`src/rtl/iigs_io_pkg.sv`:
```
// Shared types and constants for the $C0xx I/O controller.
package iigs_io_pkg;

   typedef enum logic [2:0] {
      ST_IDLE  = 3'd0,
      ST_CHAN  = 3'd1,
      ST_LOCAL = 3'd2,
      ST_DONE  = 3'd3,
      ST_HOLD  = 3'd4
   } io_state_e;

   localparam logic [7:0] UNMAPPED_RD = 8'h00;
   localparam logic [7:0] TIMEOUT_RD  = 8'hFF;
   localparam logic [7:0] ERR_MAX     = 8'd255;

   // Saturating increment used for the timeout error counter.
   function automatic logic [7:0] sat_inc8(input logic [7:0] v);
      return (v == ERR_MAX) ? v : v + 8'd1;
   endfunction

endpackage

```
`src/rtl/iigs_io_ctrl_decode.sv`:
```
// Combinational address decode: channel window match with lowest-index
// priority, plus the local soft-switch register window.
module iigs_io_decode
   import iigs_io_pkg::*;
#(
   parameter int              NCH      = 4,
   parameter logic [NCH*8-1:0] CH_BASE = {8'hE0, 8'h70, 8'h33, 8'h10},
   parameter logic [NCH*8-1:0] CH_MASK = {8'hF0, 8'hFF, 8'hFE, 8'hFF},
   parameter logic [7:0]      LOC_BASE = 8'h20,
   parameter int              NLOC     = 32,
   parameter int              IDX_W    = 2,
   parameter int              LOC_W    = 5
) (
   input  logic [7:0]       addr,
   output logic             hit_valid,
   output logic [IDX_W-1:0] hit_idx,
   output logic             loc_hit,
   output logic [LOC_W-1:0] loc_idx
);

   logic [7:0] loc_off_s;
   logic       match_s;

   // Scan channels from highest to lowest so the lowest matching index wins.
   always_comb begin
      hit_valid = 1'b0;
      hit_idx   = '0;
      match_s   = 1'b0;
      for (int i = NCH - 1; i >= 0; i--) begin
         match_s   = ((addr & CH_MASK[i*8 +: 8]) == CH_BASE[i*8 +: 8]);
         hit_valid = hit_valid | match_s;
         hit_idx   = match_s ? IDX_W'(i) : hit_idx;
      end
   end

   // Offset wraps modulo 256, so addresses below the base fall outside.
   assign loc_off_s = addr - LOC_BASE;
   assign loc_hit   = ({1'b0, loc_off_s} < 9'(NLOC));
   assign loc_idx   = loc_off_s[LOC_W-1:0];

endmodule

```
`src/rtl/iigs_io_ctrl.sv`:
```
// $C0xx I/O controller: decodes qualified accesses to peripheral channels
// or the local register file, runs the strobe/ack handshake with timeout,
// and returns read data with a one-cycle ready pulse.
module iigs_io_ctrl
   import iigs_io_pkg::*;
#(
   parameter int                     NCH      = 4,
   parameter int                     DATA_W   = 8,
   parameter logic [NCH*8-1:0]       CH_BASE  = {8'hE0, 8'h70, 8'h33, 8'h10},
   parameter logic [NCH*8-1:0]       CH_MASK  = {8'hF0, 8'hFF, 8'hFE, 8'hFF},
   parameter logic [7:0]             LOC_BASE = 8'h20,
   parameter int                     NLOC     = 32,
   parameter logic [NLOC*DATA_W-1:0] LOC_RST  = '0,
   parameter int                     TIMEOUT  = 16
) (
   input  logic                     clk_sys,
   input  logic                     reset_n,
   input  logic                     io_sel,
   input  logic [7:0]               io_addr,
   input  logic                     io_we,
   input  logic [DATA_W-1:0]        io_wdata,
   output logic [DATA_W-1:0]        io_rdata,
   output logic                     io_ready,
   output logic [NCH-1:0]           ch_strobe,
   output logic                     ch_rw,
   output logic [7:0]               ch_addr,
   output logic [DATA_W-1:0]        ch_wdata,
   input  logic [NCH*DATA_W-1:0]    ch_rdata,
   input  logic [NCH-1:0]           ch_ack,
   output logic [NLOC*DATA_W-1:0]   loc_regs,
   output logic [7:0]               err_count,
   output logic                     busy
);

   localparam int         IDX_W    = (NCH > 1) ? $clog2(NCH) : 1;
   localparam int         LOC_W    = (NLOC > 1) ? $clog2(NLOC) : 1;
   localparam logic [7:0] TMO_LAST = 8'(TIMEOUT - 1);

   logic             hit_valid_s;
   logic [IDX_W-1:0] hit_idx_s;
   logic             loc_hit_s;
   logic [LOC_W-1:0] loc_idx_s;

   io_state_e                state_q, state_d;
   logic [IDX_W-1:0]         sel_idx_q, sel_idx_d;
   logic                     loc_hit_q, loc_hit_d;
   logic [LOC_W-1:0]         loc_idx_q, loc_idx_d;
   logic                     we_q, we_d;
   logic [DATA_W-1:0]        wdata_q, wdata_d;
   logic [7:0]               tmo_q, tmo_d;
   logic [DATA_W-1:0]        io_rdata_q, io_rdata_d;
   logic                     io_ready_q, io_ready_d;
   logic [NCH-1:0]           ch_strobe_q, ch_strobe_d;
   logic                     ch_rw_q, ch_rw_d;
   logic [7:0]               ch_addr_q, ch_addr_d;
   logic [DATA_W-1:0]        ch_wdata_q, ch_wdata_d;
   logic [NLOC*DATA_W-1:0]   loc_regs_q, loc_regs_d;
   logic [7:0]               err_count_q, err_count_d;
   logic                     busy_q, busy_d;

   iigs_io_decode #(
      .NCH      (NCH),
      .CH_BASE  (CH_BASE),
      .CH_MASK  (CH_MASK),
      .LOC_BASE (LOC_BASE),
      .NLOC     (NLOC),
      .IDX_W    (IDX_W),
      .LOC_W    (LOC_W)
   ) u_decode (
      .addr      (io_addr),
      .hit_valid (hit_valid_s),
      .hit_idx   (hit_idx_s),
      .loc_hit   (loc_hit_s),
      .loc_idx   (loc_idx_s)
   );

   // Next-state and next-output logic for the access FSM.
   // Unmapped accesses share the one-cycle LOCAL slot (with loc_hit_q low)
   // so that every non-channel access completes with the same latency.
   always_comb begin
      state_d     = state_q;
      sel_idx_d   = sel_idx_q;
      loc_hit_d   = loc_hit_q;
      loc_idx_d   = loc_idx_q;
      we_d        = we_q;
      wdata_d     = wdata_q;
      tmo_d       = tmo_q;
      io_rdata_d  = '0;
      io_ready_d  = 1'b0;
      ch_strobe_d = '0;
      ch_rw_d     = ch_rw_q;
      ch_addr_d   = ch_addr_q;
      ch_wdata_d  = ch_wdata_q;
      loc_regs_d  = loc_regs_q;
      err_count_d = err_count_q;

      case (state_q)
         ST_IDLE: begin
            if (io_sel) begin
               we_d    = io_we;
               wdata_d = io_wdata;
               if (hit_valid_s) begin
                  state_d     = ST_CHAN;
                  sel_idx_d   = hit_idx_s;
                  ch_strobe_d = NCH'(1'b1) << hit_idx_s;
                  ch_rw_d     = ~io_we;
                  ch_addr_d   = io_addr;
                  ch_wdata_d  = io_wdata;
                  tmo_d       = 8'd0;
               end else begin
                  state_d   = ST_LOCAL;
                  loc_hit_d = loc_hit_s;
                  loc_idx_d = loc_idx_s;
               end
            end else begin
               state_d = ST_IDLE;
            end
         end
         ST_CHAN: begin
            if (ch_ack[sel_idx_q]) begin
               state_d    = ST_DONE;
               io_ready_d = 1'b1;
               io_rdata_d = ch_rdata[sel_idx_q*DATA_W +: DATA_W];
            end else if (tmo_q == TMO_LAST) begin
               state_d     = ST_DONE;
               io_ready_d  = 1'b1;
               io_rdata_d  = DATA_W'(TIMEOUT_RD);
               err_count_d = sat_inc8(err_count_q);
            end else begin
               tmo_d = tmo_q + 8'd1;
            end
         end
         ST_LOCAL: begin
            state_d    = ST_DONE;
            io_ready_d = 1'b1;
            if (loc_hit_q) begin
               if (we_q) begin
                  loc_regs_d[loc_idx_q*DATA_W +: DATA_W] = wdata_q;
                  io_rdata_d = '0;
               end else begin
                  io_rdata_d = loc_regs_q[loc_idx_q*DATA_W +: DATA_W];
               end
            end else begin
               io_rdata_d = DATA_W'(UNMAPPED_RD);
            end
         end
         ST_DONE: begin
            state_d = ST_HOLD;
         end
         ST_HOLD: begin
            if (!io_sel) begin
               state_d = ST_IDLE;
            end else begin
               state_d = ST_HOLD;
            end
         end
         default: begin
            state_d = ST_IDLE;
         end
      endcase

      busy_d = (state_d != ST_IDLE);
   end

   // State and output registers with synchronous active-low reset.
   always_ff @(posedge clk_sys) begin
      if (!reset_n) begin
         state_q     <= ST_IDLE;
         sel_idx_q   <= '0;
         loc_hit_q   <= 1'b0;
         loc_idx_q   <= '0;
         we_q        <= 1'b0;
         wdata_q     <= '0;
         tmo_q       <= 8'd0;
         io_rdata_q  <= '0;
         io_ready_q  <= 1'b0;
         ch_strobe_q <= '0;
         ch_rw_q     <= 1'b1;
         ch_addr_q   <= 8'h00;
         ch_wdata_q  <= '0;
         loc_regs_q  <= LOC_RST;
         err_count_q <= 8'd0;
         busy_q      <= 1'b0;
      end else begin
         state_q     <= state_d;
         sel_idx_q   <= sel_idx_d;
         loc_hit_q   <= loc_hit_d;
         loc_idx_q   <= loc_idx_d;
         we_q        <= we_d;
         wdata_q     <= wdata_d;
         tmo_q       <= tmo_d;
         io_rdata_q  <= io_rdata_d;
         io_ready_q  <= io_ready_d;
         ch_strobe_q <= ch_strobe_d;
         ch_rw_q     <= ch_rw_d;
         ch_addr_q   <= ch_addr_d;
         ch_wdata_q  <= ch_wdata_d;
         loc_regs_q  <= loc_regs_d;
         err_count_q <= err_count_d;
         busy_q      <= busy_d;
      end
   end

   assign io_rdata  = io_rdata_q;
   assign io_ready  = io_ready_q;
   assign ch_strobe = ch_strobe_q;
   assign ch_rw     = ch_rw_q;
   assign ch_addr   = ch_addr_q;
   assign ch_wdata  = ch_wdata_q;
   assign loc_regs  = loc_regs_q;
   assign err_count = err_count_q;
   assign busy      = busy_q;

endmodule
```
`config.mk`:
```
export PLATFORM = sky130hd
export DESIGN_NAME = iigs_io_ctrl
export DESIGN_NICKNAME = d
export VERILOG_FILES = /design/src/rtl/iigs_io_pkg.sv /design/src/rtl/iigs_io_ctrl_decode.sv /design/src/rtl/iigs_io_ctrl.sv
export SDC_FILE = /design/constraint.sdc
export NUM_CORES = 1
export LEC_CHECK = 0
export BUFFER_PORTS_ARGS = -buffer_cell sky130_fd_sc_hd__buf_2
export CORE_ASPECT_RATIO = 0.9
export CORE_MARGIN = 2
export CORE_UTILIZATION = 50
export CTS_CLUSTER_DIAMETER = 200
export DETAILED_ROUTE_END_ITERATION = 10
export PLACE_DENSITY_LB_ADDON = 0.3
export SLEW_MARGIN = 20
export SYNTH_ARGS = -nofsm -noshare
export SYNTH_HDL_FRONTEND = slang
export SYNTH_SLANG_ARGS = --single-unit
```
`constraint.sdc`:
```
create_clock -name clk_sys -period 7.6 [get_ports clk_sys]
set_input_delay 0.38 -clock clk_sys [delete_from_list [all_inputs] [get_ports clk_sys]]
set_output_delay 0.38 -clock clk_sys [all_outputs]
set_load 0.1 [all_outputs]
```
-- Yosys cells after proc, flatten, opt, wreduce, memory -nomap -nowiden
Index checks and enable logic that the tools add are counted.
W data, S select, Z words.
- input port bits: 56
- register bits after elaboration: 323
- word-level logic and storage cells: 81
- muxes and demuxes: 25
- $lt $le $gt $ge: 2
- equal/unequal tests: 13
- $add $sub $neg: 4
- reductions and logical operators: 10
- shift-type cells: 5
- bitwise gates (word level): 6
- operators by type and width (kind ; count):
    $bwmux W256 ; 1
    $shift A8 B34 Y256 const A ; 1
    $shiftx A256 B9 Y8 ; 1
    $shiftx A8 B34 Y256 ; 1
    $mux W8 ; 8
    $neg A8 Y34 ; 1
    $pmux W8 S2 ; 2
    $shiftx A32 B6 Y8 ; 1
    $add A8 B1 Y8 const B ; 2
    $pmux W3 S5 ; 1
    $mux W3 ; 4
    $reduce_and A3 Y1 ; 3
    $eq A8 B4 Y1 const B ; 1
    $eq A8 B5 Y1 const B ; 1
    $eq A8 B7 Y1 const B ; 1
    $eq A8 B8 Y1 const B ; 1
    $lt A8 B6 Y1 const B ; 1
    $mux W2 ; 4
    $ne A2 B2 Y1 const B ; 4
    $reduce_and A4 Y1 ; 2
    $sub A8 B6 Y8 const B ; 1
    $eq A3 B2 Y1 const B ; 2
    $reduce_and A5 Y1 ; 1
    $eq A4 B4 Y1 const B ; 1
    13 further kinds ; 19

-- Logic depth before layout (Yosys ltp)
- depth in word-level cells: 7
- depth in mapped cells: 15
- depth with buffers taken out: 9

-- Cells and area by module
A second synthesis with hierarchy kept.
- cell total of the unflattened synthesis: 1578
- area, all modules: 15138.3 um^2
- modules (own cells, without submodules) (module ; cells an instance ; times used ; area an instance (um^2)):
    iigs_io_ctrl ; 1561 ; 1 ; 15003.1
    iigs_io_decode ; 17 ; 1 ; 135.1

-- Least setup slack after synthesis
OpenSTA, ideal clock, no wires.
- path type: register to register
- start: register loc_idx_q[0]
- end: register loc_regs_q[248] (netlist: loc_regs[248])
- arrival: 3.664 ns
- period minus slack after synthesis: 3.793 ns
- library setup time: 0.129 ns
- stages on the path, launching flop included: 15
- path slack: 3.807 ns
- required time: 7.471 ns
- path through: dfxtp_1 buf_4 buf_4 buf_4 buf_2 inv_1 ha_1 nor2b_1 and2_1 ha_1 or3_1 buf_2 nor4_2 clkbuf_1 o21ai_0
- cells in the longest elaborated chain, start to end: 3
- RTL lines (what ; RTL line ; source):
    start: declaration ; iigs_io_ctrl.sv:47 ; logic [LOC_W-1:0] loc_idx_q, loc_idx_d;
    start signal: assignment ; iigs_io_ctrl.sv:188 ; loc_idx_q <= loc_idx_d;
    $neg A8 Y34 (*) ; iigs_io_ctrl.sv:138 ; loc_regs_d[loc_idx_q*DATA_W +: DATA_W] = wdata_q;
    $shiftx A8 B34 Y256 / $shift A8 B34 Y256 (equally long branches) ; iigs_io_ctrl.sv:138 ;
    $bwmux W256 (*) ; iigs_io_ctrl.sv:138 ;
    end signal: assignment ; iigs_io_ctrl.sv:198 ; loc_regs_q <= loc_regs_d;
    end: declaration ; iigs_io_ctrl.sv:57 ; logic [NLOC*DATA_W-1:0] loc_regs_q, loc_regs_d;
Mark *: on every way between the ends. The rest lies on a longest branch, timed or not.
A chain may end at the register's enable or synchronous reset.

-- Worst setup path after layout
- start: register loc_idx_q[1]
- end: register loc_regs_q[202] (netlist: loc_regs[202])
Same word-level chain as after synthesis.

==> impl_metrics.py <==
metrics = {
    "routing": {
        "drtIter0Drc": 2050,
        "wl_per_cell_um": 25.1,
        "met3RoutedLength_mm": 7.79,
        "wl_mm": 59.5,
        "drc": 0,
        "vias": 14800,
        "drt-met1-wl_mm": 23.6,
        "first_pass_iters": 7,
        "via_per_inst": 6.24,
        "top_layer_used": "met5",
        "wl_met2_mm": 25.1,
        "ant_nets": 0,
    },
    "worst_setup_path": {
        "path_class": "flop to flop",
        "rr_startpoint": "loc_idx_q[1]$_SDFFE_PN0P_",
        "regToRegSetupSlack_ns": 3.06,
        "required_ns": 7.97,
        "cp_max_fo": 31,
        "cp.arrival_ns": 4.91,
        "worstSetupEndpointType": "flop",
        "worstRegToRegCells": 9,
        "timing.rr.end": "loc_regs[202]$_SDFFE_PN0P_",
        "cp-start-kind": "flop",
    },
    "min_path": {
        "hold_end": "ch_rw$_SDFFE_PN1P_",
        "hold_depth": 2,
        "hp-start": "io_we",
        "hold_path.class": "input port to flop",
    },
    "sta": {
        "max-slew-margin-rel": 0.0605,
        "fin_skew_ns": 0.0162,
        "setup_ws_ns": 3.06,
        "setup_viol": 0,
        "post-route-period-util": 0.598,
        "min_period_ns": 4.54,
        "finalHoldViolCount": 0,
        "drv_slew": 0,
        "fmax_ghz": 0.220,
        "finalSetupTns_ns": 0,
        "grt_setup_unrepaired": "false",
        "worst_slew_pin_slew_ns": 1.41,
    },
    "synth": {
        "syn_nets": 1702,
        "synth_edf_count": 0,
        "yosys-top-cells-area": "dfxtp_1 42%, mux2i_1 17%, nor2_1 6.1%, mux4_2 4.8%, nand2_1 2.3%",
        "synthTopCellsByCount": "323 x dfxtp_1, 258 x mux2i_1, 253 x nor2_1",
        "synthFlopType": "dfxtp_1",
        "netlist_area_sq_um": 15600,
        "async_flop_share": 0,
        "synth_cells": 1641,
        "yosysSeqAreaShare": 0.416,
        "syn_area_per_cell_sq_um": 9.48,
        "synth_top_area_frac": 0.416,
        "yosysMostFrequentCell": "dfxtp_1",
        "yosysUniqueCellTypes": 71,
        "synth_warnings": 0,
        "ys_seq_elements": 323,
        "yosys.area.top_type": "dfxtp_1",
    },
    "floorplan": {
        "die-area_sq_um": 32600,
        "core_area_sq_um": 30800,
        "num_rows": 61,
        "die_h_um": 171,
        "num_io_pins": 351,
        "initial_utilization": 0.506,
        "die_w_um": 190,
    },
    "place": {
        "place_congestion": 1.02,
        "numPortBuffers": 350,
        "pre_cts_slack_ns": 3.01,
        "hpwlAfterDp_mm": 44.1,
    },
    "clock_tree": {
        "cts_tree": "built",
        "cts_root_buf": "clkbuf_16",
        "cts_buffer_depth": 3,
        "cts_made_buffers": 36,
        "htreeDepth": 2,
        "cts_hold_buffers": 0,
        "clock-sinks": 323,
        "cts_resized": 0,
        "clkSlewWorstSetupHoldPaths_ns": 0.06,
        "clk_latency_ns": 0.53,
        "post_cts_buffers": 0,
    },
    "finish": {
        "area_delta_synth_final_pct": 21.0,
        "fin_util": 0.612,
        "drive_above_1_share": 0.275,
        "final_nets": 1993,
    },
    "pwr": {
        "p_per_area_nw_per_um2": 241,
        "p_total_mw": 4.55,
        "max-vdd-ir-drop_mv": 0.194,
        "power_leakage_nw": 8.69,
    },
    "run_status": {
        "outcome": "completed",
    },
    "global_route": {
        "overflow": 0,
        "grt_use_total": 0.354,
        "grt_max_degree": 87,
        "antenna_found_initial": 2,
        "grt_pass1_wl_mm": 86.5,
        "grt_pass1_vias": 13700,
    },
    "flow_run": {
        "drv_cap": 0,
    },
}
## cell families after synthesis
| kind of cell | synth area share |
|---|---|
| and+or+nand+nor | 0.217 |
| DFF | 0.416 |
| muxes | 0.232 |
| AOI/OAI and AO/OA | 0.0889 |
| buffers and inverters | 0.0365 |
| xor gates and xnor gates | 0.00611 |
| adders and majority gates | 0.00402 |
| other | 0.000241 |
## worst max-delay path, stage by stage, from the launching register on
cell and delay [ns]:
dfxtp_2 0.99, inv_1 0.19, ha_1 0.35, nor2b_1 0.19, and2_1 0.19, ha_1 0.55, or3_1 0.79, nor4_4 0.79
mux2i_1 0.26, nor2_1 0.06
## power by group
group | internal (mW) | total, mW | switching [mW]
sequential | 1.72 | 1.80 | 0.0793
clock | 1.13 | 1.85 | 0.718
combinational | 0.228 | 0.892 | 0.664
## routing by layer
metal	vias up	global-route usage
met2	1041	0.521
met1	7096	0.485
li1	6464	-
met3	181	0.0908
met4	2	0.172
met5	-	0
## layout by cell type, fill, tap and decap left out, types with 4 or more instances in the layout
cell	netlist	final
xor2_1	6	6
a221o_1	6	6
mux4_2	33	33
inv_1	7	7
nor4_4	7	14
buf_2	25	350
and3_1	45	45
nand3_1	68	68
nand2_1	97	97
and2_1	19	19
nor2_1	253	253
nor2b_1	30	29
and4_1	4	4
o21a_1	21	20
diode_2	0	4
nand4_1	7	7
bufinv_16	0	4
o21ai_0	58	58
nor3_1	34	33
clkbuf_8	0	11
dfxtp_1	323	321
clkbuf_16	0	37
nand2b_1	17	17
a22o_1	13	13
buf_4	10	22
a311o_1	6	6
a222oi_1	6	6
nor3b_1	13	10
or3_1	6	6
mux2_2	25	25
clkbuf_1	77	8
ha_1	5	5
a22oi_1	30	30
mux2i_1	258	258
nor4_1	9	7
a21oi_1	47	46
nand4_2	13	13
## registers in the layout, indices dropped and copies added, names as in the netlist, 2 cells and up
name / count
ch_addr: 8
ch_strobe: 4
ch_wdata: 8
err_count: 8
io_rdata: 8
loc_idx_q: 5
loc_regs: 256
sel_idx_q: 2
state_q: 3
tmo_q: 8
wdata_q: 8
## worst max-delay path by stage
stage / start / endpoint / slack [ns] / cells past startpoint
6_report: loc_idx_q[1]$_SDFFE_PN0P_ / loc_regs[202]$_SDFFE_PN0P_ / 3.06 / 9
5_1_grt: loc_idx_q[1]$_SDFFE_PN0P_ / loc_regs[211]$_SDFFE_PN0P_ / 2.81 / 9
4_1_cts: loc_idx_q[1]$_SDFFE_PN0P_ / loc_regs[226]$_SDFFE_PN0P_ / 3.00 / 8
3_5_place_dp: loc_idx_q[1]$_SDFFE_PN0P_ / loc_regs[224]$_SDFFE_PN0P_ / 3.01 / 8
3_3_place_gp: loc_idx_q[1]$_SDFFE_PN0P_ / loc_regs[80]$_SDFFE_PN0P_ / 3.14 / 7
2_1_floorplan: loc_idx_q[0]$_SDFFE_PN0P_ / loc_regs[248]$_SDFFE_PN0P_ / 3.81 / 14
## metrics by stage
step | instance area [sq um] | hold slack [ns] | instances
detailed placement | 17500 | 0.445 | 2303
global route | 18800 | 0.0697 | 2366
CTS | 18800 | 0.0579 | 2366
global placement | 17500 | 0.434 | 2303
floorplan | 15600 | 0.445 | 1641
finish | 18800 | 0.0627 | 2370
## layout make-up
class,instances,area [sq um]
Tap cell,409,512
Fill cell,2596,11900
Inverter,10,42.5
Sequential cell,323,6470
Clock buffer,56,1110
Timing Repair Buffer,372,1920
Clock inverter,7,138
Multi-Input combinational cell,1189,8640
Antenna cell,4,10.0
Power figures use the tool's default switching activity.
